File: src/rtl/intersection_pkg.sv
`default_nettype none
// ============================================================================
// Module : intersection_pkg
// Brief  : Phase encoding shared by the intersection scheduler and its bench.
// Rev    : 1.0  initial release
// ============================================================================
package intersection_pkg;

    localparam int PHASE_W = 3;

    typedef enum logic [PHASE_W-1:0] {
        NS_GREEN  = 3'd0,
        NS_YELLOW = 3'd1,
        AR_TO_EW  = 3'd2,
        EW_GREEN  = 3'd3,
        EW_YELLOW = 3'd4,
        AR_TO_NS  = 3'd5,
        PED_WALK  = 3'd6
    } phase_t;

endpackage
`default_nettype wire

File: src/rtl/intersection_ctrl_phase_timer.sv
`default_nettype none
// ============================================================================
// Module : phase_timer
// Brief  : Tick-enabled saturating phase counter with synchronous clear.
// Rev    : 1.0  initial release
// ============================================================================
module phase_timer #(
    parameter int CNT_W = 4
) (
    input  logic             clk,
    input  logic             rst,
    input  logic             i_tick,
    input  logic             i_clear,
    output logic [CNT_W-1:0] o_count
);

    logic [CNT_W-1:0] r_count;

    // Clear has priority so a phase change on a tick restarts from zero.
    always_ff @(posedge clk or posedge rst) begin
        if (rst) begin
            r_count <= '0;
        end else if (i_clear) begin
            r_count <= '0;
        end else if (i_tick && (r_count != '1)) begin
            r_count <= r_count + 1'b1;
        end
    end

    assign o_count = r_count;

endmodule
`default_nettype wire

File: src/rtl/intersection_ctrl.sv
`default_nettype none
// ============================================================================
// Module : intersection_ctrl
// Brief  : NS/EW intersection scheduler with min/max green, yellow and
//          all-red clearance. Optional pedestrian phase via PED_CROSS_EN.
// Rev    : 1.0  initial release
// ============================================================================
module intersection_ctrl
    import intersection_pkg::*;
#(
    parameter int CNT_W        = 4,
    parameter int MIN_GREEN    = 5,
    parameter int MAX_GREEN    = 12,
    parameter int YELLOW_TIME  = 3,
    parameter int ALL_RED_TIME = 1,
    parameter int WALK_TIME    = 6
) (
    input  logic               clk,
    input  logic               rst,
    input  logic               tick,
    input  logic               ns_req,
    input  logic               ew_req,
`ifdef PED_CROSS_EN
    input  logic               ped_req,
    output logic               ped_walk,
`endif
    output logic               ns_green,
    output logic               ns_yellow,
    output logic               ns_red,
    output logic               ew_green,
    output logic               ew_yellow,
    output logic               ew_red,
    output logic [PHASE_W-1:0] phase
);

    localparam int C_LIMIT = 2 ** CNT_W;

    if ((CNT_W < 1) || (MIN_GREEN < 1) || (MAX_GREEN < MIN_GREEN) ||
        (YELLOW_TIME < 1) || (ALL_RED_TIME < 1) || (WALK_TIME < 1) ||
        (MAX_GREEN >= C_LIMIT) || (YELLOW_TIME >= C_LIMIT) ||
        (ALL_RED_TIME >= C_LIMIT) || (WALK_TIME >= C_LIMIT)) begin : g_param_check
        $error("intersection_ctrl: timing parameter out of range");
    end

    localparam logic [CNT_W:0] c_min_green = (CNT_W+1)'(MIN_GREEN);
    localparam logic [CNT_W:0] c_max_green = (CNT_W+1)'(MAX_GREEN);
    localparam logic [CNT_W:0] c_yellow    = (CNT_W+1)'(YELLOW_TIME);
    localparam logic [CNT_W:0] c_all_red   = (CNT_W+1)'(ALL_RED_TIME);
`ifdef PED_CROSS_EN
    localparam logic [CNT_W:0] c_walk      = (CNT_W+1)'(WALK_TIME);
`endif

    phase_t           r_phase;
    logic             r_ns_pend;
    logic             r_ew_pend;
    logic             w_ped_pend;
    logic [CNT_W-1:0] w_timer;
    logic [CNT_W:0]   w_elapsed;
    logic             w_exit;
    phase_t           w_next;

`ifdef PED_CROSS_EN
    logic             r_ped_pend;
    logic             r_walk_to_ew;
    assign w_ped_pend = r_ped_pend;
`else
    assign w_ped_pend = 1'b0;
`endif

    phase_timer #(.CNT_W(CNT_W)) u_timer (
        .clk     (clk),
        .rst     (rst),
        .i_tick  (tick),
        .i_clear (w_exit),
        .o_count (w_timer)
    );

    // One extra bit so a saturated timer still reads as "at least MAX".
    assign w_elapsed = {1'b0, w_timer} + 1'b1;

    always_comb begin
        w_exit = 1'b0;
        w_next = r_phase;
        case (r_phase)
            NS_GREEN: if (tick && (w_elapsed >= c_min_green) && (r_ew_pend || w_ped_pend) &&
                          (!ns_req || (w_elapsed >= c_max_green))) begin
                w_exit = 1'b1;
                w_next = NS_YELLOW;
            end
            NS_YELLOW: if (tick && (w_elapsed == c_yellow)) begin
                w_exit = 1'b1;
                w_next = AR_TO_EW;
            end
            AR_TO_EW: if (tick && (w_elapsed == c_all_red)) begin
                w_exit = 1'b1;
                w_next = w_ped_pend ? PED_WALK : EW_GREEN;
            end
            EW_GREEN: if (tick && (w_elapsed >= c_min_green) && (r_ns_pend || w_ped_pend) &&
                          (!ew_req || (w_elapsed >= c_max_green))) begin
                w_exit = 1'b1;
                w_next = EW_YELLOW;
            end
            EW_YELLOW: if (tick && (w_elapsed == c_yellow)) begin
                w_exit = 1'b1;
                w_next = AR_TO_NS;
            end
            AR_TO_NS: if (tick && (w_elapsed == c_all_red)) begin
                w_exit = 1'b1;
                w_next = w_ped_pend ? PED_WALK : NS_GREEN;
            end
`ifdef PED_CROSS_EN
            PED_WALK: if (tick && (w_elapsed == c_walk)) begin
                w_exit = 1'b1;
                w_next = r_walk_to_ew ? EW_GREEN : NS_GREEN;
            end
`endif
            default: begin
                w_exit = 1'b1;
                w_next = NS_GREEN;
            end
        endcase
    end

    // Pending flags: clearing on entry takes priority over a same-cycle request.
    always_ff @(posedge clk or posedge rst) begin
        if (rst) begin
            r_phase   <= NS_GREEN;
            r_ns_pend <= 1'b0;
            r_ew_pend <= 1'b0;
`ifdef PED_CROSS_EN
            r_ped_pend   <= 1'b0;
            r_walk_to_ew <= 1'b0;
`endif
        end else begin
            if (w_exit) begin
                r_phase <= w_next;
            end
            if (w_exit && (w_next == NS_GREEN)) begin
                r_ns_pend <= 1'b0;
            end else if (ns_req) begin
                r_ns_pend <= 1'b1;
            end
            if (w_exit && (w_next == EW_GREEN)) begin
                r_ew_pend <= 1'b0;
            end else if (ew_req) begin
                r_ew_pend <= 1'b1;
            end
`ifdef PED_CROSS_EN
            if (w_exit && (w_next == PED_WALK)) begin
                r_ped_pend   <= 1'b0;
                r_walk_to_ew <= (r_phase == AR_TO_EW);
            end else if (ped_req) begin
                r_ped_pend <= 1'b1;
            end
`endif
        end
    end

    assign ns_green  = (r_phase == NS_GREEN);
    assign ns_yellow = (r_phase == NS_YELLOW);
    assign ns_red    = !(ns_green || ns_yellow);
    assign ew_green  = (r_phase == EW_GREEN);
    assign ew_yellow = (r_phase == EW_YELLOW);
    assign ew_red    = !(ew_green || ew_yellow);
    assign phase     = r_phase;
`ifdef PED_CROSS_EN
    assign ped_walk  = (r_phase == PED_WALK);
`endif

endmodule
`default_nettype wire

File: config.mk
export PLATFORM = sky130hd
export DESIGN_NAME = intersection_ctrl
export DESIGN_NICKNAME = d
export VERILOG_FILES = /design/src/rtl/intersection_pkg.sv /design/src/rtl/intersection_ctrl_phase_timer.sv /design/src/rtl/intersection_ctrl.sv
export SDC_FILE = /design/constraint.sdc
export NUM_CORES = 1
export LEC_CHECK = 0
export ABC_AREA = 1
export CAP_MARGIN = 20
export CELL_PAD_IN_SITES_DETAIL_PLACEMENT = 1
export CELL_PAD_IN_SITES_GLOBAL_PLACEMENT = 1
export CORE_MARGIN = 2
export CORE_UTILIZATION = 35
export CTS_CLUSTER_SIZE = 28
export DETAILED_ROUTE_END_ITERATION = 10
export GPL_TIMING_DRIVEN = 0
export PLACE_DENSITY_LB_ADDON = 0.08
export RECOVER_POWER = 50
export SLEW_MARGIN = 20
export SYNTH_ARGS = -nofsm -noshare
export SYNTH_HDL_FRONTEND = slang
export SYNTH_SLANG_ARGS = --single-unit
File: constraint.sdc
create_clock -name clk -period 2.04 [get_ports clk]
set_clock_uncertainty 0.15 [all_clocks]
set_input_delay 0.204 -clock clk [delete_from_list [all_inputs] [get_ports clk]]
set_output_delay 0.204 -clock clk [all_outputs]
set_load 0.005 [all_outputs]
# Word-level counts from Yosys, hierarchy flattened
# Cells that the tools add are included.
# Widths: inputs -> output; s select.
[op_classes]
n_shift = 0
addsub = 2
n_mux = 18
div = 0
n_reduce_logical = 25
n_bitwise = 0
multipliers = 0
order_cmp = 2
eq_ne = 9
[op_table]
columns = ["op", "count"]
rows = [
  ["$mux 3", 6],
  ["$pmux 3 s6", 1],
  ["$logic_and 1x1->1", 10],
  ["$eq 3x2->1 const B", 3],
  ["$mux 1", 8],
  ["$mux 4", 2],
  ["$eq 3x3->1 const B", 2],
  ["$logic_not 3->1", 2],
  ["$reduce_bool 2->1", 3],
  ["$add 4x1->5 const B", 1],
  ["$eq 5x1->1 const B", 1],
  ["$eq 5x2->1 const B", 1],
  ["$ge 5x3->1 const B", 1],
  ["$ge 5x4->1 const B", 1],
  ["$add 4x1->4 const B", 1],
  ["$logic_not 1->1", 4],
  ["$logic_or 1x1->1", 4],
  ["$ne 4x4->1 const B", 1],
  ["$pmux 1 s4", 1],
  ["$reduce_or 2->1", 2],
  ["$eq 3x1->1 const B", 1],
]
[totals]
mem_count = 0
romBits = 0
latch_bits = 0
regBits = 9
ram_bits = 0
wordCells = 60
output_inout_bits = 9

# Depth between registers and ports, before layout
[depth]
word_depth = 10
ltp_mapped = 12

# Cells and area by module
# Synthesis repeated with hierarchy kept, for this count alone.
[unflattened]
cells_unflattened = 110
hier_area_um2 = 714.4
[modules_own_cells]
columns = ["mod", "n_inst", "seq_area_each_um2", "cells_per_inst", "area_each_um2"]
rows = [
  ["intersection_ctrl", 1, 125.1, 80, 490.5],
  ["phase_timer", 1, 100.1, 30, 224.0],
]

# Worst setup path after synthesis
# No wires, ideal clock.
[synth_timing]
path_kind = "reg-to-reg"
from = "register u_timer.r_count[0] (netlist: u_timer.o_count[0])"
to = "register r_ns_pend"
synth_period_minus_slack_ps = 1808
n_path_buf = 0
path_slack_ps = 232
arrival_ps = 1541
path_stages_with_launch = 12
setup_time_ps = 117
path_cell_list = "dfrtp_1 > ha_1 > nand3_2 > nand2_2 > nor2_2 > nand3_1 > nand2_1 > nand2_1 > nor2_1 > nand4_1 > nor2_1 > nor2_1"
[synth_via]
elab_chain_len = 10
[synth_rtl]
columns = ["element", "line", "rtl"]
rows = [
  ["start, declared", "intersection_ctrl_phase_timer.sv:17", "logic [CNT_W-1:0] r_count;"],
  ["start signal, assigned", "intersection_ctrl_phase_timer.sv:26", "r_count <= r_count + 1'b1;"],
  ["$add 4x1->5 (*)", "intersection_ctrl.sv:79", "assign w_elapsed = {1'b0, w_timer} + 1'b1;"],
  ["$ge 5x3->1", "intersection_ctrl.sv:85, intersection_ctrl.sv:98", ""],
  ["$logic_and 1x1->1", "intersection_ctrl.sv:85, intersection_ctrl.sv:98", ""],
  ["$logic_and 1x1->1 (on tied branches) (2 in a row)", "intersection_ctrl.sv:98, intersection_ctrl.sv:85", ""],
  ["$mux 3 (on tied branches)", "intersection_ctrl.sv:98, intersection_ctrl.sv:85", ""],
  ["$pmux 3 s6", "intersection_ctrl.sv:84", "case (r_phase)"],
  ["$logic_not 3->1", "intersection_ctrl.sv:138", "if (w_exit && (w_next == NS_GREEN)) begin"],
  ["$logic_and 1x1->1 (*)", "intersection_ctrl.sv:138", ""],
  ["$mux 1 / $reduce_bool 2->1 (equally long branches)", "--", ""],
  ["end signal, assigned", "intersection_ctrl.sv:128", "r_ns_pend <= 1'b0;"],
  ["end signal, assigned", "intersection_ctrl.sv:139", "r_ns_pend <= 1'b0;"],
  ["end signal, assigned", "intersection_ctrl.sv:141", "r_ns_pend <= 1'b1;"],
  ["end, declared", "intersection_ctrl.sv:54", "logic r_ns_pend;"],
]
# Every way passes the cells marked *; elsewhere a longest branch is shown, timed or not.
# A chain may end at the register's enable or synchronous reset.

# Final worst setup path
# Ends and elaborated chain as after synthesis.

==> out/metrics.yaml <==
sta:
  maxSlewHeadroom: 0.775
  hold_slack_ps: 195
  rsz0062_at_grt: "true"
  max_freq_mhz: 517
  finalHoldViolCount: 0
  fin_crit_ps: 1930
  drv_slew: 0
  setup_viol: 0
  min_period_over_period: 0.947
  setup_tns_ps: 0
  worst_slack_ps: 107
  worst_slew_pin_slew_ps: 336
synthesis:
  synth_sequential_area_ratio: 0.316
  syn-num-nets: 112
  synth_top_area_frac: 0.316
  yosysTopAreaCell: "dfrtp_1"
  synthesis.area_um2: 712
  ys_warn_count: 0
  synth_cells: 104
  synth-seq-cells: 9
  synthTopCellsByArea: "dfrtp_1 (32%), nand2_1 (11%), nor2_1 (9.5%)"
  synth_cell_types: 18
  syn_avg_cell_area_um2: 6.85
grt:
  overflow: 0
  first_global_vias: 753
  grt_pass1_wl_mm: 3.37
  grt_max_degree: 10
  groute.usage.overall: 0.181
  grt_antenna_before_repair: 0
drt:
  first_iter_violations: 6
  ant_nets: 0
  viasPerCell: 4.81
  drc_errors: 0
  vias: 741
  wire_per_inst_um: 13.2
  first_pass_iters: 4
  drt-total-wl_mm: 2.04
setup_path:
  cp_slowest_cell: "dfrtp_2"
  crit-reg2reg-launch: "u_timer.o_count[0]"
  crit_fanout: 5
  arrival_ps: 1920
  path_delay_family: "simple AND/OR/NAND/NOR gates"
  worstSetupStartpoint: "u_timer.o_count[0]"
  worstPathRequired_ps: 2030
  ff2ff_setup_slack_ps: 110
  startpoint_type: "flip-flop"
  critPathMaxStageDelay_ps: 450
  path_buf_inv: 1
  end_kind: "flip-flop"
  crit_type: "flip-flop to flip-flop"
  crit_chain: "ha_4 > nand2_1 > inv_2 > nor2_4 > nand2_1 > nand3_2 > nand3_2 > o21ai_2 > nand4_1 > nor2_1 > nor2_1"
final_layout:
  final_core_util: 0.553
  finalNetCount: 136
  final-instance-count-excl-fill: 154
  final_common_cell: "nand2_1"
  area_delta_synth_final_pct: 50.8
  final_layout_size_suffix_gt1_frac: 0.339
  diodes: 0
  fillers: 268
  design_area_um2: 1070
  most-common-layout-cells: "nand2_1 (19), inv_1 (13), nor2_1 (13)"
clock_tree:
  htree_levels: 1
  root_buffer: "clkbuf_4"
  clock-sinks: 9
  clk_pin_slew_ps: 50
  cts_tree: "built"
  cts_inserted_buffers: 3
  clk_latency_ps: 250
  clockBufferDepth: 2
power_and_ir_drop:
  p_sw_mw: 0.735
  p_leak_nw: 0.507
  internal-power_mw: 0.803
  vdd_drop_max_uv: 744
  power_frac_seq: 0.247
  p_total_mw: 1.54
  pwr-share-comb: 0.669
  p_sw_frac: 0.478
  pwr-share-clk: 0.083
  powerDensity_nw_per_um2: 1430
floorplan:
  start_util: 0.367
  rows: 16
  core_um2: 1940
  io_pins: 14
  die_w_um: 49.1
  fp.dieH_um: 49.1
  die_area_um2: 2410
flow_run:
  max_cap_violations: 0
placement:
  port_buffers: 13
  dpl_cell_area_um2: 876
  place_congestion: 0.855
  post-place-ws_ps: -48.1
  placed_cells: 144
  place.detailed.hpwl_mm: 1.55
min_path:
  worstHoldPathType: "input pin to asynchronous set/reset pin"
run_status:
  status: "complete, no violations"
## sequential cells by signal (all words and copies together), names as in the netlist
name,flops
u_timer.o_count,4
r_ns_pend,1
phase,3
r_ew_pend,1
## layer usage
metal | GRT usage | part of all wire | wire length, µm
met1 | 0.253 | 0.48 | 970
met2 | 0.273 | 0.50 | 1010
met3 | 0.0215 | 0.011 | 22
met4 | 0.0952 | 0.016 | 32
met5 | 0 | 0 | 0
## worst reg2reg max path, cell delays in order (launching register included)
cell and delay (ps):
dfrtp_2 450, ha_4 200, nand2_1 70, inv_2 50, nor2_4 140, nand2_1 80, nand3_2 90, nand3_2 100
o21ai_2 220, nand4_1 100, nor2_1 120, nor2_1 50
## cell type report
class                           instances  area [µm²]  area share
Multi-Input combinational cell         77         538       0.501
Sequential cell                         9         230       0.214
Timing Repair Buffer                   19         178       0.166
Inverter                               18        67.6      0.0629
Tap cell                               27        33.8      0.0315
Clock buffer                            4        26.3      0.0245
## cell families after synthesis
| group | after synthesis | synth area share |
|---|---|---|
| buffers and inverters | 18 | 0.0949 |
| flip-flops | 9 | 0.316 |
| adder cells (fa/ha/maj) | 3 | 0.0527 |
| AO/OA/AOI/OAI | 6 | 0.0422 |
| XOR/XNOR | 1 | 0.0123 |
| AND/OR/NAND/NOR | 67 | 0.482 |
## cell usage after synthesis
master and number:
nor2_2 4, a21oi_1 5, nand2_2 2, nand4_2 2
clkinv_1 1, nor3_1 2, nand3_1 9, nor2_4 1
dfrtp_1 9, nor2_1 18, nand4_1 5, ha_1 3
xor2_1 1, nand2_1 20, o21ai_1 1, inv_2 2
nand3_2 4, inv_1 15
## power by group through the flow
stage	logic (mW)	clock network, mW	registers, mW
global route	1.15	0.151	0.397
floorplan	0.514	0	0.323
global placement	0.780	0	0.341
CTS	0.837	0.134	0.348
detailed placement	0.807	0	0.348
finish	1.03	0.128	0.380
## what timing repair did
item,CTS,global route
gates resized for setup,6,25
setup buffers,0,6
endpoints found under the setup margin,3,9
hold buffers,0,0
pin swaps,0,7
gates cloned,0,0
## final timing paths
| check | end | cells after the start |
|---|---|---|
| worst max-delay path | r_ns_pend | 11 |
| worst max register to register | r_ns_pend | 11 |
| worst min register to register | r_ew_pend | 2 |
| min in group clk | r_ew_pend | 2 |
| max in group asynchronous | phase[0] | 2 |
| worst min-delay path | u_timer.o_count[2] | 2 |
No activity file was read; power rests on OpenSTA's default activity.
